==> src/rtl/btn_input_conditioner.sv <==
// Multi-channel push-button front end: synchroniser, counter debounce, press/release
// pulses, long-press detection and auto-repeat (enabled by defining BTN_AUTO_REPEAT_EN).
module btn_input_conditioner #(
    parameter int NUM_BTN         = 3,
    parameter int DEBOUNCE_CYCLES = 1_000_000,
    parameter int LONG_CYCLES     = 100_000_000,
    parameter int REPEAT_CYCLES   = 20_000_000,
    parameter int BTN_ACTIVE_LOW  = 0
) (
    input  logic               clk,
    input  logic               reset,
    input  logic [NUM_BTN-1:0] btn_in,
    output logic [NUM_BTN-1:0] btn_stable,
    output logic [NUM_BTN-1:0] btn_press,
    output logic [NUM_BTN-1:0] btn_release,
    output logic [NUM_BTN-1:0] btn_long,
    output logic [NUM_BTN-1:0] btn_long_level,
    output logic [NUM_BTN-1:0] btn_repeat
);

    localparam int DEB_W  = (DEBOUNCE_CYCLES > 1) ? $clog2(DEBOUNCE_CYCLES) : 1;
    localparam int HOLD_W = (LONG_CYCLES > 1) ? $clog2(LONG_CYCLES) : 1;
    localparam logic [DEB_W-1:0]  DEB_MAX    = DEB_W'(DEBOUNCE_CYCLES - 1);
    localparam logic [HOLD_W-1:0] HOLD_MAX   = HOLD_W'(LONG_CYCLES - 1);
    localparam logic              ACTIVE_LOW = (BTN_ACTIVE_LOW != 0);
`ifdef BTN_AUTO_REPEAT_EN
    localparam int REP_W = (REPEAT_CYCLES > 1) ? $clog2(REPEAT_CYCLES) : 1;
    localparam logic [REP_W-1:0] REP_MAX = REP_W'(REPEAT_CYCLES - 1);
`else
    // Tie-off is written against REPEAT_CYCLES so the parameter stays referenced here.
    assign btn_repeat = {NUM_BTN{REPEAT_CYCLES < 0}};
`endif

    typedef enum logic [1:0] {
        IDLE    = 2'd0,
        PRESSED = 2'd1,
        LONG    = 2'd2
    } state_t;

    for (genvar i = 0; i < NUM_BTN; i++) begin : g_ch
        logic              sync_p0;
        logic              sync_p1;
        logic              level;
        logic [DEB_W-1:0]  deb_cnt_q;
        logic              stable_q;
        logic              deb_flip;
        state_t            state_q;
        state_t            state_d;
        logic [HOLD_W-1:0] hold_q;
        logic [HOLD_W-1:0] hold_d;
        logic              press_q;
        logic              press_d;
        logic              release_q;
        logic              release_d;
        logic              long_q;
        logic              long_d;
        logic              long_lvl_q;
        logic              long_lvl_d;
`ifdef BTN_AUTO_REPEAT_EN
        logic [REP_W-1:0]  rep_q;
        logic [REP_W-1:0]  rep_d;
        logic              repeat_q;
        logic              repeat_d;
`endif

        // Stage p0/p1: two-flop synchroniser; polarity is normalised after p1
        always_ff @(posedge clk or negedge reset) begin
            if (!reset) begin
                sync_p0 <= 1'b0;
                sync_p1 <= 1'b0;
            end else begin
                sync_p0 <= btn_in[i];
                sync_p1 <= sync_p0;
            end
        end

        assign level    = sync_p1 ^ ACTIVE_LOW;
        assign deb_flip = (level != stable_q) && (deb_cnt_q == DEB_MAX);

        // Debounce stage: stable level flips after DEBOUNCE_CYCLES consecutive disagreements
        always_ff @(posedge clk or negedge reset) begin
            if (!reset) begin
                deb_cnt_q <= '0;
                stable_q  <= 1'b0;
            end else if (level == stable_q) begin
                deb_cnt_q <= '0;
            end else if (deb_flip) begin
                deb_cnt_q <= '0;
                stable_q  <= ~stable_q;
            end else begin
                deb_cnt_q <= deb_cnt_q + 1'b1;
            end
        end

        always_comb begin
            state_d    = state_q;
            hold_d     = hold_q;
            press_d    = 1'b0;
            release_d  = 1'b0;
            long_d     = 1'b0;
            long_lvl_d = long_lvl_q;
`ifdef BTN_AUTO_REPEAT_EN
            rep_d      = rep_q;
            repeat_d   = 1'b0;
`endif
            case (state_q)
                IDLE: begin
                    if (deb_flip && !stable_q) begin
                        state_d = PRESSED;
                        hold_d  = '0;
                        press_d = 1'b1;
                    end
                end
                PRESSED: begin
                    if (deb_flip && stable_q) begin
                        state_d   = IDLE;
                        hold_d    = '0;
                        release_d = 1'b1;
                    end else if (hold_q == HOLD_MAX) begin
                        state_d    = LONG;
                        long_d     = 1'b1;
                        long_lvl_d = 1'b1;
`ifdef BTN_AUTO_REPEAT_EN
                        rep_d      = '0;
`endif
                    end else begin
                        hold_d = hold_q + 1'b1;
                    end
                end
                LONG: begin
                    // A release that lands on a due repeat wins; the repeat is dropped.
                    if (deb_flip && stable_q) begin
                        state_d    = IDLE;
                        hold_d     = '0;
                        release_d  = 1'b1;
                        long_lvl_d = 1'b0;
`ifdef BTN_AUTO_REPEAT_EN
                        rep_d      = '0;
                    end else if (rep_q == REP_MAX) begin
                        rep_d    = '0;
                        repeat_d = 1'b1;
                    end else begin
                        rep_d = rep_q + 1'b1;
`endif
                    end
                end
                default: begin
                    state_d    = IDLE;
                    hold_d     = '0;
                    long_lvl_d = 1'b0;
                end
            endcase
        end

        // Output stage: every event output is registered alongside the stable level
        always_ff @(posedge clk or negedge reset) begin
            if (!reset) begin
                state_q    <= IDLE;
                hold_q     <= '0;
                press_q    <= 1'b0;
                release_q  <= 1'b0;
                long_q     <= 1'b0;
                long_lvl_q <= 1'b0;
            end else begin
                state_q    <= state_d;
                hold_q     <= hold_d;
                press_q    <= press_d;
                release_q  <= release_d;
                long_q     <= long_d;
                long_lvl_q <= long_lvl_d;
            end
        end

`ifdef BTN_AUTO_REPEAT_EN
        always_ff @(posedge clk or negedge reset) begin
            if (!reset) begin
                rep_q    <= '0;
                repeat_q <= 1'b0;
            end else begin
                rep_q    <= rep_d;
                repeat_q <= repeat_d;
            end
        end

        assign btn_repeat[i] = repeat_q;
`endif

        assign btn_stable[i]     = stable_q;
        assign btn_press[i]      = press_q;
        assign btn_release[i]    = release_q;
        assign btn_long[i]       = long_q;
        assign btn_long_level[i] = long_lvl_q;
    end

endmodule

==> config.mk <==
export PLATFORM = sky130hd
export DESIGN_NAME = btn_input_conditioner
export DESIGN_NICKNAME = d
export VERILOG_FILES = /design/src/rtl/btn_input_conditioner.sv
export SDC_FILE = /design/constraint.sdc
export NUM_CORES = 1
export LEC_CHECK = 0
export BUFFER_PORTS_ARGS = -buffer_cell sky130_fd_sc_hd__buf_2
export CAP_MARGIN = 10
export CORE_MARGIN = 3
export CORE_UTILIZATION = 60
export CTS_CLUSTER_DIAMETER = 30
export DETAILED_ROUTE_END_ITERATION = 10
export PLACE_DENSITY = 0.74
export SETUP_SLACK_MARGIN = 0.4
export SLEW_MARGIN = 25
export SYNTH_ARGS = -nofsm -noshare
export SYNTH_HDL_FRONTEND = slang
export SYNTH_SLANG_ARGS = --single-unit
==> constraint.sdc <==
create_clock -name clk -period 2.7 [get_ports clk]
set_input_delay 0.27 -clock clk [delete_from_list [all_inputs] [get_ports clk]]
set_output_delay 0.27 -clock clk [all_outputs]
set_load 0.02 [all_outputs]
==> key figures <==
Run status
  • Status: finished clean

STA
  • Slew HR: 49.4%
  • Fin Setup TNS: 0 ns
  • Min Tclk post-route: 2.41 ns
  • Max Slew Vio Count: 0
  • F_max: 0.415 GHz
  • Worst-Margin Slew: 0.754 ns
  • Final setup viols: 0
  • Fin. Hold Viols: 0
  • Setup repair after global routing missed its margin: true
  • Tcrit/Tclk final: between 80 and 90%
  • Clock Skew: 0.00933 ns

Clock tree
  • TritonCTS Buffers: 17
  • Clock Sinks: roughly 170
  • Clk_lat worst skew: 0.43 ns
  • H-tree levels: 4
  • Clk pin slew, worst setup/hold paths: 0.07 ns
  • Root Driver: clkbuf_16
  • CTS tree: done
  • Clock tree buffer depth: 2

Die
  • Full die area: 0.0166 mm2
  • Die Ht: 129 um
  • DIE WIDTH: 129 um
  • Num ports: 23
  • Placeable core area: 0.0146 mm2
  • FP Rows: 44
  • Initial Utilization: 61.7%

Cells and area
  • Share of post-route cells with drive strength above 1: roughly a fifth
  • Diode count: 0
  • Fin util: 75.3%
  • Post-route design area: between 0.01 and 0.015 mm2
  • Final net count: 1095
  • Syn-to-layout area delta: 22.1%

Worst setup path
  • Worst EP arrival: approximately 2.8 ns
  • Req. time, crit path: roughly 3.1 ns
  • Critical Path Start Type: flop
  • Worst Setup End Kind: flop
  • WS Path Type: flop to flop
  • Worst Path Max Fanout: 7

Drt
  • DRC: 0
  • Post-route ant nets: 0
  • Drt pass-1 iters: 6
  • DRT met1 WL: slightly below 10 mm
  • Drt wl/cell: 16.9 um
  • Routed vias/inst: 6.20
  • Total wire length: 21.5 mm
  • Vias post-DR: 7887
  • WL met3: 1.05 mm
  • Wire length on met2: 10.3 mm
  • Max Used Layer: met4
  • DR iter-0 viols: roughly 700

Pwr
  • Cell Pwr Density: 471 mW/mm2
  • Leak: 4.75 nW
  • VDD IR-drop max: 0.452 mV

GRT
  • GRT Total Usage: roughly a quarter
  • Largest net degree at the start of global routing: 61
  • Initial antenna violation count: 0
  • Global-route wire length before repair: 34.3 mm
  • Number of global-route vias before repair: slightly above 7000
  • Total gr overflow: 0

Placement
  • GPL Wtd Cong: 0.846
  • DP HPWL: 12.5 mm
  • IO Port Bufs: 19
  • Placed Area: 0.00946 mm2

Logic synthesis
  • Ys Warns: 0
  • Synthesized netlist cell count: ~1000
  • Post-Synthesis Cell Area: 0.00903 mm2
  • FF+latch count, synth: 168
  • Synth Flop Type: dfrtp_1
  • Seq/Total Area, Yosys: 46.5%
  • Post-synth cell types: 65
  • Number of flops mapped to enable cells by yosys: 0
  • Post-synth ARST share: 100%
  • Post-Syn Area per Cell: 9.10 um2

Flow run
  • Max_cap viols: 0

Min path
  • Worst hold path type: flop to flop
-- synth_stat cells (8+ instances only) --
| master | number | area (um2) |
|---|---|---|
| dfrtp_1 | 168 | 4200 |
| nor2_1 | 109 | 409 |
| nand2_1 | 94 | 353 |
| nand3_1 | 91 | 455 |
| a21oi_1 | 49 | 245 |
| o21ai_0 | 47 | 235 |
| and3_1 | 36 | 225 |
| inv_1 | 35 | 131 |
| xnor2_1 | 34 | 298 |
| clkbuf_1 | 24 | 90.1 |
| xor2_1 | 21 | 184 |
| nand4_1 | 20 | 125 |
| nor3_1 | 19 | 95.1 |
| or3_1 | 19 | 119 |
| buf_4 | 18 | 135 |
| ha_1 | 15 | 188 |
| o311ai_0 | 14 | 123 |
| and2_1 | 13 | 81.3 |
| and4_1 | 13 | 114 |
| nor2b_1 | 11 | 68.8 |
| a31oi_1 | 10 | 62.6 |
| nor4_1 | 10 | 62.6 |
| buf_2 | 9 | 45.0 |
| a221o_1 | 8 | 80.1 |
-- layer usage --
layer  vias to the layer above  GRT usage [%]
met1                      3871           35.2
met5                         -              0
li1                       3720              -
met2                       244           39.8
met4                         0           7.04
met3                        52           4.94
-- path summary, 6_finish.rpt --
kind	cells after the start	slack (ns)	endpoint	start
max reg2reg	7	0.29	g_ch[2].hold_q[15]$_DFFE_PN0P_	g_ch[2].deb_cnt_q[0]$_DFF_PN0_
min	0	0.35	g_ch[1].level$_DFF_PN0_	g_ch[1].sync_p0$_DFF_PN0_
max in group asynchronous	3	1.59	g_ch[2].deb_cnt_q[6]$_DFF_PN0_	reset
min in group asynchronous	2	0.38	g_ch[1].hold_q[24]$_DFFE_PN0P_	reset
max	7	0.29	g_ch[2].hold_q[15]$_DFFE_PN0P_	g_ch[2].deb_cnt_q[0]$_DFF_PN0_
min reg2reg	0	0.35	g_ch[1].level$_DFF_PN0_	g_ch[1].sync_p0$_DFF_PN0_
-- power breakdown --
group	total (W)	internal, W	switching, W
sequential	0.00255	0.00253	0.0000137
clock	0.00253	0.00149	0.00105
combinational	0.000113	0.0000315	0.0000817
-- metrics by stage --
| step | setup WS (ns) | total power, W | hold WS (ns) | instances |
|---|---|---|---|---|
| 6_report | 0.289 | 0.00519 | 0.352 | 1272 |
| 5_1_grt | 0.212 | 0.00534 | 0.369 | 1272 |
| 3_5_place_dp | 0.0245 | 0.00270 | 0.284 | 1188 |
| 4_1_cts | 0.360 | 0.00523 | 0.355 | 1244 |
| 2_1_floorplan | 0.350 | 0.00263 | -0.0256 | 995 |
| 3_3_place_gp | 0.125 | 0.00270 | 0.284 | 1188 |
-- logic make-up (layout without fill, tap and decap cells) --
| family | after synthesis | after routing | synth area share [%] |
|---|---|---|---|
| compound gates | 186 | 186 | 13.3 |
| xor+xnor | 55 | 55 | 5.33 |
| fa+ha+maj | 15 | 15 | 2.08 |
| buf+inv | 88 | 180 | 4.54 |
| flops | 168 | 168 | 46.5 |
| mux | 8 | 8 | 0.900 |
| other cells | 1 | 3 | 0.0415 |
| simple gates | 472 | 473 | 27.3 |
-- cells in the final DEF (no fill, tap or decap), types with 19 or more instances in the layout --
cell     count
xor2_1      21
nand3_1     80
and3_1      31
a21oi_1     44
nand2_1     91
buf_4       68
xnor2_1     34
inv_1       35
buf_2       19
nand4_1     20
nor2_1     107
dfrtp_1    165
o21ai_0     25
-- flip-flops by register name (all words and copies together) (netlist names) --
name and count:
g_ch.sync_p0 3, g_ch.long_lvl_q 3, g_ch.deb_cnt_q 60, g_ch.release_q 3, g_ch.press_q 3, g_ch.long_q 3
g_ch.level 3, g_ch.state_q 6, g_ch.hold_q 81, g_ch.stable_q 3
-- critical path: stages (launching register included) --
cell     delay (ns)
dfrtp_1        0.37
ha_2           0.19
and3_4         0.21
nand4_1        0.14
o31ai_2        0.25
or4b_4         0.58
or4_4          0.54
nand3_2        0.07
-- timing repair --
action	4_1_cts	5_1_grt
setup buffers	20	23
setup endpoints to repair	56	92
hold buffers	4	0
gates cloned	0	5
pin swaps	9	36
hold endpoints to repair	59	0
resized for setup	28	111
-- final cells by class --
type	instances	area (um2)
Fill cell	998	3610
Clock buffer	18	439
Tap cell	184	230
Timing Repair Buffer	113	960
Clock inverter	14	173
Sequential cell	168	4210
Multi-Input combinational cell	740	4890
Inverter	35	131
No activity file was read; power rests on OpenSTA's default activity.
